### config.mk
export PLATFORM = sky130hd
export DESIGN_NAME = decode_stage
export DESIGN_NICKNAME = d
export VERILOG_FILES = /design/src/rtl/alu_pkg.sv /design/src/rtl/instr_decode.sv /design/src/rtl/decode_stage.sv
export SDC_FILE = /design/constraint.sdc
export NUM_CORES = 1
export LEC_CHECK = 0
export ABC_AREA = 1
export CAP_MARGIN = 10
export CORE_MARGIN = 2
export CORE_UTILIZATION = 43
export CTS_BUF_LIST = sky130_fd_sc_hd__clkbuf_8 sky130_fd_sc_hd__clkbuf_16
export DETAILED_ROUTE_END_ITERATION = 10
export PLACE_DENSITY = 0.78
export REMOVE_ABC_BUFFERS = 1
export SYNTH_ARGS = -nofsm -noshare
export SYNTH_HDL_FRONTEND = slang
export SYNTH_SLANG_ARGS = --single-unit
### constraint.sdc
create_clock -name clk -period 2.3 [get_ports clk]
set_clock_uncertainty 0.1 [all_clocks]
set_input_delay 0.345 -clock clk [delete_from_list [all_inputs] [get_ports clk]]
set_output_delay 0.345 -clock clk [all_outputs]
set_load 0.005 [all_outputs]
### src/rtl/alu_pkg.sv
// Shared ALU operation codes, instruction-format codes and RV major opcodes.
// Used by the decode stage and the downstream ALU.
package alu_pkg;

   typedef logic [10:0] alu_op_t;
   typedef logic [3:0]  itype_t;

   localparam alu_op_t ALU_NOTHING = 11'd0;
   localparam alu_op_t ALU_ADD     = 11'd1;
   localparam alu_op_t ALU_SUB     = 11'd2;
   localparam alu_op_t ALU_SLL     = 11'd3;
   localparam alu_op_t ALU_SRL     = 11'd4;
   localparam alu_op_t ALU_SRA     = 11'd5;
   localparam alu_op_t ALU_LESS    = 11'd6;
   localparam alu_op_t ALU_LESSU   = 11'd7;
   localparam alu_op_t ALU_SLTIU   = ALU_LESSU;
   localparam alu_op_t ALU_XOR     = 11'd8;
   localparam alu_op_t ALU_OR      = 11'd9;
   localparam alu_op_t ALU_AND     = 11'd10;
   localparam alu_op_t ALU_EQUAL   = 11'd11;
   localparam alu_op_t ALU_NEQ     = 11'd12;
   localparam alu_op_t ALU_GTE     = 11'd13;
   localparam alu_op_t ALU_GTEU    = 11'd14;
   localparam alu_op_t ALU_MUL     = 11'd15;
   localparam alu_op_t ALU_MULH    = 11'd16;
   localparam alu_op_t ALU_MULHSU  = 11'd17;
   localparam alu_op_t ALU_MULHU   = 11'd18;
   localparam alu_op_t ALU_DIV     = 11'd19;
   localparam alu_op_t ALU_DIVU    = 11'd20;
   localparam alu_op_t ALU_REM     = 11'd21;
   localparam alu_op_t ALU_REMU    = 11'd22;

   localparam itype_t NONE  = 4'd0;
   localparam itype_t RTYPE = 4'd1;
   localparam itype_t ITYPE = 4'd2;
   localparam itype_t STYPE = 4'd3;
   localparam itype_t BTYPE = 4'd4;
   localparam itype_t UTYPE = 4'd5;
   localparam itype_t JTYPE = 4'd6;

   localparam logic [6:0] OPC_LOAD   = 7'b0000011;
   localparam logic [6:0] OPC_OP_IMM = 7'b0010011;
   localparam logic [6:0] OPC_AUIPC  = 7'b0010111;
   localparam logic [6:0] OPC_STORE  = 7'b0100011;
   localparam logic [6:0] OPC_OP     = 7'b0110011;
   localparam logic [6:0] OPC_LUI    = 7'b0110111;
   localparam logic [6:0] OPC_BRANCH = 7'b1100011;
   localparam logic [6:0] OPC_JALR   = 7'b1100111;
   localparam logic [6:0] OPC_JAL    = 7'b1101111;

   typedef struct packed {
      alu_op_t     op;
      itype_t      itype;
      logic [31:0] imm;
      logic [5:0]  shamt;
      logic [4:0]  rs1;
      logic [4:0]  rs2;
      logic [4:0]  rd;
      logic        illegal;
   } dec_t;

endpackage

### src/rtl/instr_decode.sv
// Combinational RV64 instruction decoder producing ALU op, format, immediate and registers.
// Define RV64M_EN to decode the M-extension multiply/divide group on OP.
module instr_decode
   import alu_pkg::*;
(
   input  logic [31:0] instr,
   output dec_t        dec
);

   logic [6:0]  opc, f7;
   logic [2:0]  f3;
   logic [31:0] imm_i, imm_s, imm_b, imm_u, imm_j;
   alu_op_t     op;
   itype_t      ty;
   logic [31:0] imm;
   logic        ill, use_rs1, use_rs2, use_rd;

   assign opc   = instr[6:0];
   assign f3    = instr[14:12];
   assign f7    = instr[31:25];
   assign imm_i = {{20{instr[31]}}, instr[31:20]};
   assign imm_s = {{20{instr[31]}}, instr[31:25], instr[11:7]};
   assign imm_b = {{19{instr[31]}}, instr[31], instr[7], instr[30:25], instr[11:8], 1'b0};
   assign imm_u = {instr[31:12], 12'h000};
   assign imm_j = {{11{instr[31]}}, instr[31], instr[19:12], instr[20], instr[30:21], 1'b0};

   always_comb begin
      op      = ALU_ADD;
      ty      = NONE;
      imm     = '0;
      ill     = 1'b0;
      use_rs1 = 1'b0;
      use_rs2 = 1'b0;
      use_rd  = 1'b0;
      case (opc)
         OPC_OP: begin
            ty = RTYPE; use_rs1 = 1'b1; use_rs2 = 1'b1; use_rd = 1'b1;
            case (f7)
               7'b0000000: case (f3)
                  3'd0: op = ALU_ADD;   3'd1: op = ALU_SLL;
                  3'd2: op = ALU_LESS;  3'd3: op = ALU_LESSU;
                  3'd4: op = ALU_XOR;   3'd5: op = ALU_SRL;
                  3'd6: op = ALU_OR;    default: op = ALU_AND;
               endcase
               7'b0100000: begin
                  if (f3 == 3'd0)      op = ALU_SUB;
                  else if (f3 == 3'd5) op = ALU_SRA;
                  else                 ill = 1'b1;
               end
`ifdef RV64M_EN
               7'b0000001: case (f3)
                  3'd0: op = ALU_MUL;   3'd1: op = ALU_MULH;
                  3'd2: op = ALU_MULHSU; 3'd3: op = ALU_MULHU;
                  3'd4: op = ALU_DIV;   3'd5: op = ALU_DIVU;
                  3'd6: op = ALU_REM;   default: op = ALU_REMU;
               endcase
`endif
               default: ill = 1'b1;
            endcase
         end
         OPC_OP_IMM: begin
            ty = ITYPE; imm = imm_i; use_rs1 = 1'b1; use_rd = 1'b1;
            case (f3)
               3'd0: op = ALU_ADD;   3'd2: op = ALU_LESS;
               3'd3: op = ALU_SLTIU; 3'd4: op = ALU_XOR;
               3'd6: op = ALU_OR;    3'd7: op = ALU_AND;
               3'd1: begin
                  op  = ALU_SLL;
                  ill = (instr[31:26] != 6'b000000);
               end
               default: begin
                  // RV64 shifts use a 6-bit shamt, so funct6 picks logical vs arithmetic
                  if (instr[31:26] == 6'b000000)      op = ALU_SRL;
                  else if (instr[31:26] == 6'b010000) op = ALU_SRA;
                  else                                ill = 1'b1;
               end
            endcase
         end
         OPC_LOAD: begin
            ty = ITYPE; imm = imm_i; use_rs1 = 1'b1; use_rd = 1'b1;
            ill = (f3 == 3'd7);
         end
         OPC_STORE: begin
            ty = STYPE; imm = imm_s; use_rs1 = 1'b1; use_rs2 = 1'b1;
            ill = f3[2];
         end
         OPC_BRANCH: begin
            ty = BTYPE; imm = imm_b; use_rs1 = 1'b1; use_rs2 = 1'b1;
            case (f3)
               3'd0: op = ALU_EQUAL; 3'd1: op = ALU_NEQ;
               3'd4: op = ALU_LESS;  3'd5: op = ALU_GTE;
               3'd6: op = ALU_LESSU; 3'd7: op = ALU_GTEU;
               default: ill = 1'b1;
            endcase
         end
         OPC_LUI, OPC_AUIPC: begin
            ty = UTYPE; imm = imm_u; use_rd = 1'b1;
         end
         OPC_JAL: begin
            ty = JTYPE; imm = imm_j; use_rd = 1'b1;
         end
         OPC_JALR: begin
            ty = ITYPE; imm = imm_i; use_rs1 = 1'b1; use_rd = 1'b1;
            ill = (f3 != 3'd0);
         end
         default: ill = 1'b1;
      endcase

      dec.illegal = ill;
      dec.op      = ill ? ALU_NOTHING : op;
      dec.itype   = ill ? NONE : ty;
      dec.imm     = ill ? 32'h0 : imm;
      dec.shamt   = instr[25:20];
      dec.rs1     = (use_rs1 && !ill) ? instr[19:15] : 5'd0;
      dec.rs2     = (use_rs2 && !ill) ? instr[24:20] : 5'd0;
      dec.rd      = (use_rd  && !ill) ? instr[11:7]  : 5'd0;
   end

endmodule

### src/rtl/decode_stage.sv
// Decode pipeline stage: output register plus one-entry skid buffer around instr_decode.
// RV64M_EN (see instr_decode) enables M-extension decoding.
module decode_stage
   import alu_pkg::*;
#(
   parameter int XLEN = 64
) (
   input  logic            clk,
   input  logic            reset_n,
   input  logic            flush,
   input  logic            in_valid,
   output logic            in_ready,
   input  logic [31:0]     instr,
   input  logic [XLEN-1:0] pc_in,
   output logic            out_valid,
   input  logic            out_ready,
   output logic [10:0]     opcode,
   output logic [3:0]      instr_type,
   output logic [31:0]     immediate,
   output logic [5:0]      shamt,
   output logic [4:0]      rs1,
   output logic [4:0]      rs2,
   output logic [4:0]      rd,
   output logic [XLEN-1:0] pc_out,
   output logic            illegal
);

   dec_t            dec;
   dec_t            out_q, out_d, sk_q, sk_d;
   logic [XLEN-1:0] pc_q, pc_d, skpc_q, skpc_d;
   logic            ov_q, ov_d, sv_q, sv_d;
   logic            retire;

   instr_decode u_dec (.instr(instr), .dec(dec));

   assign retire = ov_q & out_ready;

   always_comb begin
      out_d  = out_q;
      pc_d   = pc_q;
      sk_d   = sk_q;
      skpc_d = skpc_q;
      ov_d   = ov_q;
      sv_d   = sv_q;
      if (flush) begin
         ov_d = 1'b0;
         sv_d = 1'b0;
      end else if (!ov_q || retire) begin
         // Output slot frees: skid has priority; input is only accepted when skid is empty
         if (sv_q) begin
            out_d = sk_q;
            pc_d  = skpc_q;
            ov_d  = 1'b1;
            sv_d  = 1'b0;
         end else if (in_valid) begin
            out_d = dec;
            pc_d  = pc_in;
            ov_d  = 1'b1;
         end else begin
            ov_d  = 1'b0;
         end
      end else if (in_valid && !sv_q) begin
         sk_d   = dec;
         skpc_d = pc_in;
         sv_d   = 1'b1;
      end
   end

   always_ff @(posedge clk or negedge reset_n) begin
      if (!reset_n) begin
         out_q  <= '0;
         pc_q   <= '0;
         sk_q   <= '0;
         skpc_q <= '0;
         ov_q   <= 1'b0;
         sv_q   <= 1'b0;
      end else begin
         out_q  <= out_d;
         pc_q   <= pc_d;
         sk_q   <= sk_d;
         skpc_q <= skpc_d;
         ov_q   <= ov_d;
         sv_q   <= sv_d;
      end
   end

   assign in_ready   = ~sv_q;
   assign out_valid  = ov_q;
   assign opcode     = out_q.op;
   assign instr_type = out_q.itype;
   assign immediate  = out_q.imm;
   assign shamt      = out_q.shamt;
   assign rs1        = out_q.rs1;
   assign rs2        = out_q.rs2;
   assign rd         = out_q.rd;
   assign illegal    = out_q.illegal;
   assign pc_out     = pc_q;

endmodule

==> results of run 1 <==
## synth_stat cells
master	instances
a21oi_1	9
a2bb2oi_1	1
buf_1	4
buf_2	1
buf_4	10
buf_6	3
clkbuf_1	77
clkbuf_2	1
conb_1	1
dfrtp_1	252
inv_1	104
inv_2	3
nand2_1	557
nand2_2	1
nand2_4	2
nand3_1	47
nand3_2	1
nand3b_1	2
nand4_1	2
nor2_1	144
nor2_2	1
nor2_4	3
nor3_1	6
o2111ai_1	1
o211ai_1	1
o21a_1	1
o21ai_0	216
o21ai_1	46
o21ai_2	11
o22ai_1	2
o31ai_1	4
## cell type report
class                           instances  area [µm²]
Fill cell                            2375       11150
Sequential cell                       252        6306
Multi-Input combinational cell       1066        4576
Timing Repair Buffer                  301        3023
Clock buffer                           34       783.3
Tap cell                              341       426.7
Inverter                              107       406.6
Clock inverter                         13       126.4
## logic make-up after synthesis
family / after synthesis / synth area share
flip-flops: 252 / 0.5406
AND/OR/NAND/NOR: 766 / 0.2574
AO/OA/AOI/OAI: 292 / 0.1310
buffers and inverters: 203 / 0.07068
other: 1 / 0.0003215
## critical path: cells and delay by family, from the launching register on
kind,cells,cell delay [ps]
flip-flops,1,430
buffers and inverters,2,790
## routing by layer
layer  global-route usage  vias to the layer above  part of all wire
met4              0.07571                        0             0.033
met3              0.02852                       66             0.052
met5                    0                        -                 0
met1               0.2882                     4937              0.45
met2               0.3443                      334              0.47
li1                     -                     5232                 -
## power by group through the flow
stage	Clock [mW]	Combinational, mW	Sequential (mW)
floorplan	0	0.739	5.34
global placement	0	1.72	5.34
detailed placement	0	1.78	5.37
CTS	4.52	1.79	5.30
global route	4.70	1.99	5.37
finish	4.41	1.77	5.30
## how the worst min path moves through the flow
stage | from | endpoint | slack (ps) | depth (start not counted)
global placement | reset_n | pc_out[19]$_DFFE_PN0P_ | 220 | 1
finish | reset_n | pc_out[19]$_DFFE_PN0P_ | 240 | 2
floorplan | reset_n | illegal$_DFFE_PN0P_ | -50 | 0
CTS | reset_n | immediate[4]$_DFFE_PN0P_ | 240 | 2
detailed placement | reset_n | pc_out[19]$_DFFE_PN0P_ | 220 | 1
global route | reset_n | pc_out[8]$_DFFE_PN0P_ | 280 | 2
## flip-flops by register name, indices dropped and copies added (netlist names)
register / flops
illegal: 1
out_valid: 1
skpc_q: 64
immediate: 32
sv_q: 1
instr_type: 3
rd: 5
pc_out: 64
shamt: 6
rs1: 5
opcode: 4
sk_q: 61
rs2: 5
## through the flow
stage	instances	hold slack, ps	utilization
after global routing	2114	281.7	0.5838
after floorplan	1425	-50.59	-
final	2114	244.2	0.5838
after detailed placement	2066	222.7	0.5495
after CTS	2114	243.8	0.5838
after global placement	2066	222.3	0.5495
## repair_timing
| item | 4_1_cts | 5_1_grt |
|---|---|---|
| hold buffers | 1 | 0 |
| setup endpoints to repair | 0 | 0 |
| hold endpoints to repair | 52 | 0 |
| buffers inserted | 0 | 0 |
==> results.py, run 1 <==
metrics = {
    "placed_design": {
        "io_buffers": 227,
        "place_ws_ps": -221.2,
        "gp_congestion": 0.8400,
        "placedInstanceArea_um2": 14730,
        "place_hpwl_um": 20450,
    },
    "global_routing": {
        "grt-ovfl-total": 0,
        "grt_max_degree": 109,
        "grt_first_pass_wirelength_um": 49820,
        "antenna_found_initial": 0,
        "grt_util_all_layers": 0.2104,
        "grt_pass1_vias": 10190,
    },
    "clocking": {
        "cts_max_level": 1,
        "cts_buffers": 28,
        "path_clk_slew_ps": 60,
        "cts_sinks": 252,
        "cts_max_path_buffers": 3,
        "cts-root-buf": "clkbuf_16",
        "ctsResizeCount": 0,
        "insertion_delay_ps": 540,
        "cts_tree": "built",
    },
    "timing": {
        "rsz0062_at_grt": "false",
        "min_period_ps": 2207,
        "tns_ps": 0,
        "period_share": 0.9594,
        "setup_viol": 0,
        "hold_viol": 0,
        "setup_ws_ps": 93.38,
        "max_freq_mhz": 453.2,
        "drv_slew": 0,
    },
    "floorplanning": {
        "ioPinCount": 236,
        "die_w_um": 168.7,
        "die_area_um2": 28460,
        "std_cell_rows": 60,
        "chipHeight_um": 168.7,
        "start_util": 0.4352,
        "core-area_um2": 26800,
    },
    "power_and_ir_drop": {
        "peakVddDrop_mv": 0.4570,
        "p_total_mw": 11.48,
        "switching_share": 0.2545,
        "leakage_nw": 8.254,
        "p_int_mw": 8.557,
        "powerDensity_nw_per_um2": 733.6,
        "pwr-share-clk": 0.384,
        "combinationalPowerShare": 0.154,
        "pwr-share-seq": 0.462,
        "p_sw_mw": 2.921,
    },
    "status": {
        "status": "completed",
    },
    "job": {
        "cap_viol_max_count": 0,
    },
    "critical_path": {
        "regToRegSetupSlack_ps": 480,
        "worstPathCellList": "inv_6 -> clkdlybuf4s50_1",
        "worstPathArrival_ps": 1760,
        "critPathCapture": "in_ready",
        "timing.rr.end": "immediate[14]$_DFFE_PN0P_",
        "worst_path_largest_cell_delay_ps": 560,
        "worstRegToRegCells": 7,
        "startpoint": "sv_q$_DFFE_PN0P_",
        "slowest_stage": "clkdlybuf4s50_1",
        "crit_type": "flop to output port",
        "cp-start-kind": "flop",
        "reg2reg_from": "sv_q$_DFFE_PN0P_",
        "cp-end-kind": "output port",
        "worstPathRequired_ps": 1860,
        "worstPathMaxFanout": 35,
    },
    "hold_path": {
        "hold_path_class": "primary input to asynchronous set/reset pin",
    },
    "logic_synthesis": {
        "ys_ff_latch": 252,
        "synth_top_area_frac": 0.5406,
        "synthTopCellsByArea": "dfrtp_1, nand2_1, o21ai_0",
        "yosysSeqAreaShare": 0.5406,
        "syn_area_per_cell_um2": 7.705,
        "ys_types": 31,
        "synth_warnings": 0,
        "synth_top_area_cell": "dfrtp_1",
        "netlist_area_um2": 11660,
        "synthCells": 1514,
    },
    "routing": {
        "drt_iter0_markers": 826,
        "drt-vias-per-instance": 5.000,
        "drc": 0,
        "wl_per_cell_um": 14.26,
        "wl_um": 30150,
        "num_vias": 10570,
        "ant_nets": 0,
        "first_pass_iters": 5,
    },
    "final_layout": {
        "drive_above_1_share": 0.08065,
        "syn_to_final_growth_pct": 34.14,
        "layout_common_cells": "nand2_1, dfrtp_1, clkdlybuf4s50_1",
        "fin_area_um2": 15650,
        "layout.cells.most_common": "nand2_1",
        "final_nets": 1857,
        "antenna_cells": 0,
    },
}
No activity file was read; power rests on OpenSTA's default activity.
==> run 2: changes to the inputs <==
- CORE_UTILIZATION: 43 -> 35
- PLACE_DENSITY: 0.78 -> 0.67
==> run 2 against run 1 <==
Routed wire length increased by 4.0%. Sequential share of layout area decreased by 0.41 points. Clock power rose by 6.1%. Highest routed layer is now met5.
==> results.py, run 2 (synthesis results as in run 1) <==
metrics = {
    "status": {
        "status": "completed",
    },
    "critical_path": {
        "critPathBufInv": 2,
        "worstPathCellList": "inv_6 -> clkdlybuf4s50_1",
        "startpoint": "sv_q$_DFFE_PN0P_",
        "cp_top_family": "buffers and inverters",
        "worst_path_largest_cell_delay_ps": 520,
        "slowest_stage": "clkdlybuf4s50_1",
        "cp-end-kind": "output port",
        "worstPathMaxFanout": 7,
        "worstPathRequired_ps": 1860,
        "crit_type": "flop to output port",
        "cp-start-kind": "flop",
        "reg2reg_from": "sv_q$_DFFE_PN0P_",
        "worstPathArrival_ps": 1710,
    },
    "routing": {
        "drc": 0,
        "num_vias": 10470,
        "first_pass_iters": 5,
        "wl_per_cell_um": 14.14,
        "wl_um": 31360,
        "drt_iter0_markers": 579,
        "drt-vias-per-instance": 4.724,
        "ant_nets": 0,
    },
    "floorplanning": {
        "die_w_um": 186.6,
        "std_cell_rows": 66,
        "ioPinCount": 236,
        "chipHeight_um": 186.6,
        "start_util": 0.3567,
        "core-area_um2": 32700,
        "die_area_um2": 34800,
    },
    "timing": {
        "setup_viol": 0,
        "setup_ws_ps": 143.7,
        "drv_slew": 0,
        "rsz0062_at_grt": "false",
        "min_period_ps": 2156,
        "max_freq_mhz": 463.8,
        "period_share": 0.9375,
        "hold_viol": 0,
    },
    "global_routing": {
        "grt_first_pass_wirelength_um": 52150,
        "grt-ovfl-total": 0,
        "grt_util_all_layers": 0.1784,
        "grt_max_degree": 98,
        "grt_pass1_vias": 10090,
        "antenna_found_initial": 1,
    },
    "placed_design": {
        "place_ws_ps": -191.0,
        "gp_congestion": 0.8275,
        "place_hpwl_um": 21170,
        "io_buffers": 227,
    },
    "final_layout": {
        "multi_input_area_um2": 4576,
        "area.sequential_um2": 6306,
        "final_nets": 1855,
        "layout_common_cells": "nand2_1, dfrtp_1, clkdlybuf4s50_1",
        "fill_cells": 3181,
        "layout.cells.most_common": "nand2_1",
        "syn_to_final_growth_pct": 35.54,
        "antenna_cells": 0,
        "drive_above_1_share": 0.08169,
    },
    "clocking": {
        "cts_sinks": 252,
        "insertion_delay_ps": 540,
        "cts_max_path_buffers": 3,
        "path_clk_slew_ps": 60,
        "cts_buffers": 29,
        "cts_tree": "built",
        "cts_max_level": 1,
        "cts-root-buf": "clkbuf_16",
    },
    "power_and_ir_drop": {
        "p_total_mw": 11.73,
        "peakVddDrop_mv": 0.5038,
        "powerDensity_nw_per_um2": 742.1,
        "leakage_nw": 8.262,
    },
    "job": {
        "cap_viol_max_count": 0,
    },
    "hold_path": {
        "hold_path_class": "primary input to asynchronous set/reset pin",
    },
}
==> run 2: cell types whose count changed in the layout (fill, tap and decap cells not counted), sizes merged <==
| cell | before | now |
|---|---|---|
| inv | 111 | 110 |
| clkbuf | 34 | 39 |
| clkinvlp | 0 | 1 |
| buf | 74 | 71 |
==> run 2: power breakdown <==
group	switching, mW	total (mW)	internal, mW
logic	0.824	1.76	0.932
registers	0.294	5.29	5.00
clock network	1.85	4.68	2.83
total	2.97	11.7	8.76
==> run 2: per-layer routing <==
metal / vias to the layer above / global-route usage / part of all wire
met5: - / 0 / 0.00041
met4: 2 / 0.03632 / 0.015
met3: 36 / 0.03724 / 0.059
met2: 287 / 0.2801 / 0.44
met1: 4908 / 0.2556 / 0.48
li1: 5240 / - / -
==> run 2: cell type report <==
| cell class | count | area share |
|---|---|---|
| Clock buffer | 39 | 0.05461 |
| Clock inverter | 13 | 0.007439 |
| Inverter | 107 | 0.02572 |
| Multi-Input combinational cell | 1066 | 0.2894 |
| Sequential cell | 252 | 0.3989 |
| Tap cell | 442 | 0.03498 |
| Timing Repair Buffer | 298 | 0.1890 |
==> run 2: worst paths after layout <==
path                            depth (start not counted)                       end  slack (ps)
worst min-delay path                                    2    pc_out[21]$_DFFE_PN0P_         250
max in group asynchronous                               3     skpc_q[8]$_DFFE_PN0P_        1190
min in group clk                                        3          sv_q$_DFFE_PN0P_         290
worst max register to register                          7  immediate[6]$_DFFE_PN0P_         570
worst min register to register                          2        rs1[4]$_DFFE_PN0P_         380
worst max-delay path                                    2                  in_ready         140
==> run 2: stage by stage <==
step                TNS (ps)  hold slack (ps)  instances  instance area, µm²  utilization
floorplan            -990040           -50.59       1425               11270            -
global placement       -7543            180.9       2164               14820       0.4532
detailed placement    -13290            188.8       2164               14820       0.4532
CTS                        0            212.7       2217               15810       0.4835
global route               0            248.8       2217               15810       0.4835
finish                     0            252.4       2217               15810       0.4835
==> run 2: repair_timing <==
action | 4_1_cts | 5_1_grt
gates resized for setup | 0 | 0
hold endpoints to repair | 110 | 0
hold buffers | 1 | 0
setup buffers | 0 | 0
